$ cat config.mk
export PLATFORM = sky130hd
export DESIGN_NAME = rgb_frame_sched
export DESIGN_NICKNAME = d
export VERILOG_FILES = /design/src/rtl/rgb_frame_sched.sv
export SDC_FILE = /design/constraint.sdc
export NUM_CORES = 1
export LEC_CHECK = 0
export CELL_PAD_IN_SITES_DETAIL_PLACEMENT = 0
export CELL_PAD_IN_SITES_GLOBAL_PLACEMENT = 1
export CORE_ASPECT_RATIO = 2
export CORE_UTILIZATION = 31
export CTS_BUF_LIST = sky130_fd_sc_hd__clkbuf_4 sky130_fd_sc_hd__clkbuf_8 sky130_fd_sc_hd__clkbuf_16
export DETAILED_ROUTE_END_ITERATION = 10
export DONT_BUFFER_PORTS = 1
export PLACE_DENSITY_LB_ADDON = 0.1
export RECOVER_POWER = 50
export SYNTH_ARGS = -nofsm -noshare
export SYNTH_HDL_FRONTEND = slang
export SYNTH_SLANG_ARGS = --single-unit
$ cat constraint.sdc
create_clock -name clk -period 4.8 [get_ports clk]
set_clock_uncertainty 0.15 [all_clocks]
set_input_delay 0.48 -clock clk [delete_from_list [all_inputs] [get_ports clk]]
set_output_delay 0.48 -clock clk [all_outputs]
set_load 0.03 [all_outputs]
$ cat src/rtl/rgb_frame_sched.sv
// rgb_frame_sched: frame scheduler in front of the rgb2yuv colour converter.
//
// Accepts an RGB pixel stream (ready/valid, tuser = start of frame, tlast = end
// of line), checks every frame against a fixed WIDTH x HEIGHT geometry, drops
// malformed or unrequested data and forwards clean frames with one cycle of
// latency. Backpressure from downstream drives the converter's wait input.
//
// Ports:
//   clk, n_rst             clock, synchronous active-low reset
//   i_enable               frame acceptance enable, sampled only at SOF
//   s_tdata/tvalid/tuser/tlast, s_tready   input stream
//   m_ready                downstream ready
//   o_wait                 to converter i_wait (= !m_ready)
//   o_tdata/tvalid/tuser/tlast              forwarded stream to converter
//   o_busy                 high while a frame is in progress
//   o_frame_done           pulse after the last pixel of a frame is accepted
//   o_err, o_err_code      error pulse; code 01 early tlast, 10 missing tlast,
//                          11 unexpected tuser (code held until next error)
//   o_frame_cnt, o_err_cnt statistics counters
//
// Optional feature: define RGB_FRAME_SCHED_STATS_EN to build the frame and
// error counters; otherwise both outputs are tied to 0.

module rgb_frame_sched #(
  parameter int unsigned PIXEL_BITWIDTH = 24,
  parameter int unsigned WIDTH          = 640,
  parameter int unsigned HEIGHT         = 480,
  parameter int unsigned CNT_BITWIDTH   = 12
) (
  input  logic                      clk,
  input  logic                      n_rst,
  input  logic                      i_enable,
  input  logic [PIXEL_BITWIDTH-1:0] s_tdata,
  input  logic                      s_tvalid,
  input  logic                      s_tuser,
  input  logic                      s_tlast,
  output logic                      s_tready,
  input  logic                      m_ready,
  output logic                      o_wait,
  output logic [PIXEL_BITWIDTH-1:0] o_tdata,
  output logic                      o_tvalid,
  output logic                      o_tuser,
  output logic                      o_tlast,
  output logic                      o_busy,
  output logic                      o_frame_done,
  output logic                      o_err,
  output logic [1:0]                o_err_code,
  output logic [15:0]               o_frame_cnt,
  output logic [15:0]               o_err_cnt
);

  typedef enum logic [1:0] {StIdle, StActive, StResync} state_e;

  localparam logic [CNT_BITWIDTH-1:0] ColLast = CNT_BITWIDTH'(WIDTH - 1);
  localparam logic [CNT_BITWIDTH-1:0] RowLast = CNT_BITWIDTH'(HEIGHT - 1);

  state_e                    state_q, state_d;
  logic [CNT_BITWIDTH-1:0]   col_q, col_d;
  logic [CNT_BITWIDTH-1:0]   row_q, row_d;
  logic [PIXEL_BITWIDTH-1:0] tdata_q;
  logic                      tvalid_q, tuser_q, tlast_q;
  logic                      done_q, done_d;
  logic                      err_q, err_d;
  logic [1:0]                code_q, code_d;
  logic                      accept, fwd;

  assign s_tready = n_rst & m_ready;
  assign o_wait   = ~m_ready;
  assign accept   = s_tvalid & s_tready;

  always_comb begin
    state_d = state_q;
    col_d   = col_q;
    row_d   = row_q;
    fwd     = 1'b0;
    done_d  = 1'b0;
    err_d   = 1'b0;
    code_d  = code_q;
    if (accept) begin
      case (state_q)
        StActive: begin
          if (s_tuser) begin
            // Unexpected SOF restarts the frame; it wins over any tlast fault.
            err_d  = 1'b1;
            code_d = 2'b11;
            if (i_enable) begin
              fwd   = 1'b1;
              col_d = CNT_BITWIDTH'(1);
              row_d = '0;
            end else begin
              state_d = StResync;
            end
          end else if (s_tlast && (col_q != ColLast)) begin
            err_d   = 1'b1;
            code_d  = 2'b01;
            state_d = StResync;
          end else if (!s_tlast && (col_q == ColLast)) begin
            err_d   = 1'b1;
            code_d  = 2'b10;
            state_d = StResync;
          end else begin
            fwd = 1'b1;
            if (s_tlast) begin
              col_d = '0;
              if (row_q == RowLast) begin
                row_d   = '0;
                done_d  = 1'b1;
                state_d = StIdle;
              end else begin
                row_d = row_q + 1'b1;
              end
            end else begin
              col_d = col_q + 1'b1;
            end
          end
        end
        default: begin
          // Idle and resync both wait for an SOF beat and drop everything else.
          if (s_tuser) begin
            if (i_enable) begin
              fwd     = 1'b1;
              col_d   = CNT_BITWIDTH'(1);
              row_d   = '0;
              state_d = StActive;
            end else begin
              state_d = StResync;
            end
          end
        end
      endcase
    end
  end

  always_ff @(posedge clk) begin
    if (!n_rst) begin
      state_q  <= StIdle;
      col_q    <= '0;
      row_q    <= '0;
      tdata_q  <= '0;
      tvalid_q <= 1'b0;
      tuser_q  <= 1'b0;
      tlast_q  <= 1'b0;
      done_q   <= 1'b0;
      err_q    <= 1'b0;
      code_q   <= 2'b00;
    end else begin
      state_q <= state_d;
      col_q   <= col_d;
      row_q   <= row_d;
      done_q  <= done_d;
      err_q   <= err_d;
      code_q  <= code_d;
      // Outputs freeze while downstream stalls so the converter sees a stable beat.
      if (m_ready) begin
        tvalid_q <= fwd;
        tuser_q  <= fwd & s_tuser;
        tlast_q  <= fwd & s_tlast;
        if (fwd) begin
          tdata_q <= s_tdata;
        end
      end
    end
  end

  assign o_tdata      = tdata_q;
  assign o_tvalid     = tvalid_q;
  assign o_tuser      = tuser_q;
  assign o_tlast      = tlast_q;
  assign o_busy       = (state_q == StActive);
  assign o_frame_done = done_q;
  assign o_err        = err_q;
  assign o_err_code   = code_q;

`ifdef RGB_FRAME_SCHED_STATS_EN
  logic [15:0] frame_cnt_q, err_cnt_q;

  always_ff @(posedge clk) begin
    if (!n_rst) begin
      frame_cnt_q <= '0;
      err_cnt_q   <= '0;
    end else begin
      if (done_d) frame_cnt_q <= frame_cnt_q + 16'd1;
      if (err_d)  err_cnt_q   <= err_cnt_q + 16'd1;
    end
  end

  assign o_frame_cnt = frame_cnt_q;
  assign o_err_cnt   = err_cnt_q;
`else
  assign o_frame_cnt = '0;
  assign o_err_cnt   = '0;
`endif

endmodule
# Word level (Yosys, flattened, before mapping)
# Cells that the tools add are included.
[totals]
register_bits = 57
in_bits = 31
output_inout_bits = 66
word_cells = 81
[classes]
add_sub_neg = 2
n_eq_ne = 7
muxes = 38
n_bitwise = 9
n_reduce_logical = 15
[op_table]
columns = ["cell", "n"]
rows = [
  ["12-bit 2-to-1 mux", 15],
  ["12-bit by 1-bit adder with 12-bit output (second input constant)", 2],
  ["2-bit 2-to-1 mux", 12],
  ["12-bit by 10-bit == test with 1-bit output (second input constant)", 1],
  ["12-bit by 9-bit == test with 1-bit output (second input constant)", 1],
  ["12-bit by 10-bit != test with 1-bit output (second input constant)", 1],
  ["1-bit 2-to-1 mux", 11],
  ["5-bit AND reduction", 2],
  ["4-bit nonzero test", 2],
  ["7-bit OR reduction", 1],
  ["3-bit AND reduction", 2],
  ["1-bit inverter", 5],
  ["1-bit AND", 4],
  ["2-bit != test (second input constant)", 2],
  ["4-bit AND reduction", 1],
  ["2-bit nonzero test", 2],
  ["3-bit != test (second input constant)", 1],
  ["3-bit nonzero test", 1],
  ["2-bit by 1-bit == test with 1-bit output (second input constant)", 1],
  ["1-bit logical AND", 2],
  ["2-bit AND reduction", 1],
  ["1-bit logical NOT", 1],
]

# Depth between registers and ports, before layout
# Gate-level depths: netlist of the first run.
[logic_depth]
word_depth = 8
mapped_depth = 12
ltp_nobuf = 11

# Worst setup path after synthesis of the first run
# No wires, ideal clock.
[synth_path]
path_type = "reg-to-reg"
from = "reg col_q[0]"
to = "reg row_q[3]"
setup_time_ps = 70
t_arrival_ps = 2709
t_required_ps = 4580
path_slack_ps = 1870
path_stages_with_launch = 11
path_buffers = 0
synth_period_minus_slack_ps = 2930
cell_sequence = "dfxtp_1 > ha_1 > nand2_1 > nor3_1 > nand2_1 > ha_1 > and4bb_2 > nand4_1 > or2_2 > or4b_2 > a21oi_1"
[synth_via]
elab_chain_len = 4
elab_cells_between_ends = 7
classes_between = "4 x eq/ne; 3 x reduce/logical"
[synth_rtl]
columns = ["element", "line", "source"]
rows = [
  ["start, declared", "58", "logic [CNT_BITWIDTH-1:0] col_q, col_d;"],
  ["start signal, assigned", "148", "col_q <= col_d;"],
  ["12-bit by 10-bit == test with 1-bit output / 12-bit by 10-bit != test with 1-bit output (equally long branches)", "97, 93", ""],
  ["1-bit logical AND (on tied branches)", "97, 93", ""],
  ["2-bit != test (no source line)", "n/a", ""],
  ["5-bit AND reduction (no source line) *", "n/a", ""],
  ["end signal, assigned", "149", "row_q <= row_d;"],
  ["end, declared", "59", "logic [CNT_BITWIDTH-1:0] row_q, row_d;"],
]
# Every way passes the cells marked *; elsewhere a longest branch is shown, timed or not.
# A chain may end at the register's enable or synchronous reset.

# Worst setup path in the final report of the first run
# Ends and elaborated chain as after synthesis.

==> summary.md, run 1 <==
| Metric | Value |
|---|---|
| Hold path endpoint | o_tuser |
| Die Wd | 69.21 µm |
| Avg Inst Size Synth | 7.778 µm² |
| Post-synth top area share | 0.4075 |
| Worst EP arrival | 3370 ps |
| Routed WL per cell | 16.98 µm |
| Worst hold stages | 1 |
| Critical R2R Launch | col_q[0] |
| WP data required | 4900 ps |
| Mux cell area share after synthesis | 0.003575 |
| R2R depth | 10 |
| Hpwl dp | 5632 µm |
| Reg2reg setup slack | 1540 ps |
| Top cells by count, synth | 72 x nand2_1, 57 x dfxtp_1, 45 x a21oi_1 |
| Placer Congestion | 0.7996 |
| Fmax | 0.3063 GHz |
| Hold_buf cts | 0 |
| Post-CTS sizing | 0 |
| Number of buffers added on ports | 0 |
| # clock sinks | 57 |
| Clock Path Buffers | 2 |
| Worst-path clk slew | 60 ps |
| NumNets Final | 393 |
| Dominant cell by count in the synthesized netlist | nand2_1 |
| Synth area leaders | dfxtp_1 41%, nand2_1 9.7%, buf_4 8.6% |
| Slew @ Worst Pin | 1132 ps |
| Ports | 97 |
| GRT met3 Usage | 0.02965 |
| Post-synth cell types | 46 |
| Number of diodes | 0 |
| Die H | 136.4 µm |
| DRC viols | 0 |
| CTS Root Buffer Type | clkbuf_16 |
| Synth warn | 0 |
| Tightest Hold Check Type | primary input to flop |
| CTS tree | done |
| Max Transition Viols Final | 0 |
| ANT nets after route | 0 |
| Sequential area share after synthesis | 0.4075 |
| Clk Latency, worst-skew pair | 330 ps |
| Most common flop cell mapped by yosys | dfxtp_1 |
| LEAKAGE | 1.096 nW |
| Setup TNS | 0 ps |
| Power Total | 1.248 mW |
| Post-synthesis simple-gate area fraction | 0.2627 |
| Synthesized-area fraction occupied by xor and xnor cells | 0 |
| Cell Pwr Density | 404.5 nW/µm² |
| First-pass DRT Iterations | 4 |
| Final setup fails | 0 |
| Setup bufs post-CTS | 0 |
| FF-to-FF End | row_q[3] |
| H-tree Lvls | 3 |
| Top Usage Layer GRT | met2 |
| P&R area growth vs syn | 10.14% |
| VDD IR max | 166.7 µV |
| Status | completed |
| Ys async rst share | 0 |
| Total detailed-routing wirelength | 7846 µm |
| Core box area | 8708 µm² |
| Vias per inst | 5.290 |
| Layout cell share with drive strength beyond 1 | 0.07735 |
| Row count | 48 |
| Gate Count Post-Synth | 360 |
| Setup CP Type | flop to flop |
| Fillcell total | 922 |
| GRT Util Overall | 0.1690 |
| Syn Std Cell Area | 2800 µm² |
| Post-synth EDFFs | 0 |
| Die ar. | 9440 µm² |
| HP Start | m_ready |
| Compound-Gate Fraction of Synth Area | 0.1881 |
| Met1 usage | 0.1526 |
| Number of CTS-inserted buffers | 9 |
| Via count of the first global-routing pass | 2402 |
| Maximum net fanout on the critical path | 5 |
| Adder-cell area share of the yosys netlist | 0.02234 |
| Fin crit share | 0.6801 |
| Synth area leader | dfxtp_1 |
| Global-route wire length before repair | 12160 µm |
| Register bit total from synthesis | 57 |
| Initial DRC count | 106 |
| Minimum clock period | 3265 ps |
| RSZ-0062 raised after global routing | no |
| Relative slew slack | 0.2455 |
| Global route overflow | 0 |
| Largest net degree at the start of global routing | 46 |
| Max cap viols | 0 |
| Initial antenna violation count | 0 |
| DR vias | 2444 |
| Crit. End Element | flop |
| Largest family of logic cells by synthesized area | simple AND/OR/NAND/NOR gates |
| Startpoint Class | flop |
| Starting density of the core | 0.3216 |
| Met2 Use GR | 0.3139 |
| Final Hold Fails | 0 |
-- per-stage QoR --
step                worst slack [ps]  std cells  instance area, µm²    util  hold slack, ps
global route                    1303        462                3084  0.3542           125.1
floorplan                       1870        391                2917       -           295.9
finish                          1535        462                3084  0.3542           111.2
detailed placement              1565        446                2759  0.3168           332.6
global placement                1639        446                2759  0.3168           323.5
CTS                             1551        462                3084  0.3542           96.75
-- cells in the final DEF, fill, tap and decap left out, types with 6 or more instances in the layout --
master     Yosys  layout
a21oi_1       45      44
clkbuf_16      0       9
inv_1          6       6
nand3_1       12      12
conb_1         1      32
nor3_1         8       8
dfxtp_1       57      57
nor2_1        25      25
nand2_1       72      72
or3_1          6       6
o21ai_0       20      20
-- logic make-up (layout without fill, tap and decap cells) --
| group | count (synthesis) | after routing |
|---|---|---|
| buffers and inverters | 53 | 24 |
| and+or+nand+nor | 152 | 152 |
| other | 1 | 32 |
| DFF | 57 | 57 |
| AOI/OAI and AO/OA | 91 | 91 |
| adders and majority gates | 5 | 5 |
| muxes | 1 | 1 |
-- flip-flops by register name, summed over array words and instances (netlist names) --
| signal | flops |
|---|---|
| o_tdata | 24 |
| o_tlast | 1 |
| o_tuser | 1 |
| o_err_code | 2 |
| state_q | 2 |
| o_err | 1 |
| o_frame_done | 1 |
| col_q | 12 |
| o_tvalid | 1 |
| row_q | 12 |
-- critical path: stages, from the launching register on --
cell      delay, ps
dfxtp_1         380
ha_1            250
nand2_1         110
nor3_1          240
nand2_1         140
ha_1            270
and4bb_2        330
nand4_1         160
or2_2           370
or4b_2          630
a21oi_1         150
-- layout make-up --
type	instances	area (µm²)	share of cell area
Multi-Input combinational cell	281	1459	0.4730
Clock inverter	5	78.83	0.02556
Inverter	7	26.28	0.008519
Sequential cell	57	1141	0.3700
Clock buffer	11	246.5	0.07992
Timing Repair Buffer	1	7.507	0.002434
Tap cell	100	125.1	0.04057
-- how the worst max path moves through the flow --
stage | from | to | slack, ps | cells past startpoint
3_3_place_gp | col_q[0] | row_q[3] | 1640 | 10
2_1_floorplan | col_q[0] | row_q[3] | 1870 | 10
6_report | col_q[0] | row_q[3] | 1540 | 10
3_5_place_dp | col_q[0] | row_q[3] | 1570 | 10
5_1_grt | col_q[0] | row_q[3] | 1300 | 10
4_1_cts | col_q[0] | row_q[3] | 1550 | 10
-- power breakdown --
group | internal, mW | switching, mW
clock network | 0.473 | 0.221
registers | 0.478 | 0.00973
logic | 0.00870 | 0.0573
-- per-layer routing --
metal	wire length, µm	up-vias
met5	0	-
met2	4276	88
met3	331	30
met1	2774	1129
li1	-	1197
met4	463	0
(Power assumes the default switching activity.)
==> inputs of run 2 (changes only) <==
Clock period 4.8 ns to 2.8 ns, I/O delays scaled along.
==> summary.md, run 2 (same netlist as run 1, synthesis figures left out) <==
| Metric | Value |
|---|---|
| Status | completed |
| Global-route wire length before repair | 12970 µm |
| CTS tree | done |
| Global route overflow | 0 |
| Die H | 136.4 µm |
| Vias per inst | 5.236 |
| Crit. End Element | flop |
| Number of diodes | 0 |
| Tightest Hold Check Type | primary input to flop |
| Fin crit share | 0.9403 |
| P&R area growth vs syn | 27.26% |
| DRC viols | 0 |
| VDD IR max | 336.6 µV |
| Final setup fails | 0 |
| Slew @ Worst Pin | 864.2 ps |
| DR vias | 2665 |
| Initial antenna violation count | 0 |
| Max Transition Viols Final | 0 |
| Clock Path Buffers | 2 |
| Critical R2R Launch | col_q[1] |
| Relative slew slack | 0.4230 |
| Total placed cells including tap cells | 466 |
| Cell Pwr Density | 631.3 nW/µm² |
| Initial DRC count | 135 |
| Routed WL per cell | 16.28 µm |
| Power Total | 2.250 mW |
| Dpl ws | 1.148 ps |
| Hold path endpoint | row_q[6] |
| Ports | 97 |
| Via count of the first global-routing pass | 2591 |
| Starting density of the core | 0.3216 |
| Die ar. | 9440 µm² |
| First-pass DRT Iterations | 6 |
| Worst hold stages | 2 |
| Fillcell total | 912 |
| Row count | 48 |
| Setup TNS | 0 ps |
| GRT Util Overall | 0.1794 |
| NumNets Final | 441 |
| Max cap viols | 0 |
| Worst-path clk slew | 50 ps |
| Max FFs per register | 24 |
| Startpoint Class | flop |
| Placer Congestion | 0.7990 |
| Setup CP Type | flop to flop |
| WP data required | 2870 ps |
| Layout cell share with drive strength beyond 1 | 0.1271 |
| Number of CTS-inserted buffers | 9 |
| Maximum net fanout on the critical path | 11 |
| Number of buffers added on ports | 0 |
| Setup bufs post-CTS | 0 |
| ANT nets after route | 0 |
| Reg2reg setup slack | 170 ps |
| R2R depth | 11 |
| # clock sinks | 57 |
| Most common cell after layout, fill and taps aside | nand2_1 |
| Final Hold Fails | 0 |
| Hpwl dp | 5886 µm |
| Largest net degree at the start of global routing | 46 |
| Fmax | 0.3798 GHz |
| Non-Filler Instances | 509 |
| CTS Root Buffer Type | clkbuf_16 |
| Total detailed-routing wirelength | 8288 µm |
| Core box area | 8708 µm² |
| Hold slack | 20.85 ps |
| RSZ-0062 raised after global routing | no |
| Commonest non-fill, non-tap cells in the layout | 72 x nand2_1, 54 x dfxtp_1, 44 x a21oi_1, 32 x conb_1, 28 x dlygate4sd3_1 |
| Die Wd | 69.21 µm |
| Setup WS post-layout | 167.2 ps |
| Worst EP arrival | 2700 ps |
| Minimum clock period | 2633 ps |
| LEAKAGE | 1.316 nW |
| H-tree Lvls | 3 |
| Clk Latency, worst-skew pair | 330 ps |
| FF-to-FF End | row_q[11] |
| HP Start | n_rst |
[run 2: how the worst max path moves through the flow]
stage / slack [ps] / cells past startpoint / start / endpoint
global route: 3 / 11 / col_q[1] / row_q[10]
finish: 170 / 11 / col_q[1] / row_q[11]
detailed placement: 1 / 10 / col_q[0] / row_q[3]
CTS: 20 / 9 / col_q[4] / row_q[3]
floorplan: 20 / 10 / col_q[0] / row_q[3]
global placement: 70 / 10 / col_q[0] / row_q[3]
[run 2: metal layers]
metal  GRT usage  up-vias  part of all wire
li1            -     1288                 -
met1      0.1658     1255              0.36
met2      0.3420      105              0.57
met3     0.04596       17             0.046
met4      0.1122        0             0.031
met5           0        -                 0
[run 2: critical path: stages, from the launching register on]
cell      delay [ps]
dfxtp_2          360
ha_4             140
nand2_1           70
nor3_2           200
nand2_1          110
ha_2             210
and4bb_2         290
nand4_1          110
buf_4            190
and2_1           300
a22o_1           240
a21o_1           170
[run 2: layout make-up]
class / count / area, µm² / share of cell area
Multi-Input combinational cell: 281 / 1494 / 0.4192
Timing Repair Buffer: 49 / 427.9 / 0.1201
Tap cell: 100 / 125.1 / 0.03511
Clock buffer: 10 / 239.0 / 0.06706
Clock inverter: 5 / 103.9 / 0.02914
Inverter: 7 / 26.28 / 0.007374
Sequential cell: 57 / 1147 / 0.3220
[run 2: repair_timing]
item                                    CTS  global route
resized for setup                         0            11
endpoints found under the hold margin    34             0
endpoints found under the setup margin    1            18
hold buffers                             28             0
pin swaps                                 1             5
[run 2: through the flow]
step	util	cell area [µm²]
floorplan	-	2929
global route	0.4092	3563
global placement	0.3355	2922
CTS	0.4070	3545
detailed placement	0.3355	2922
finish	0.4092	3563
[run 2: power by group]
group / switching [mW] / internal, mW
Combinational: 0.107 / 0.0431
Sequential: 0.0172 / 0.818
Clock: 0.377 / 0.887
Total: 0.501 / 1.75
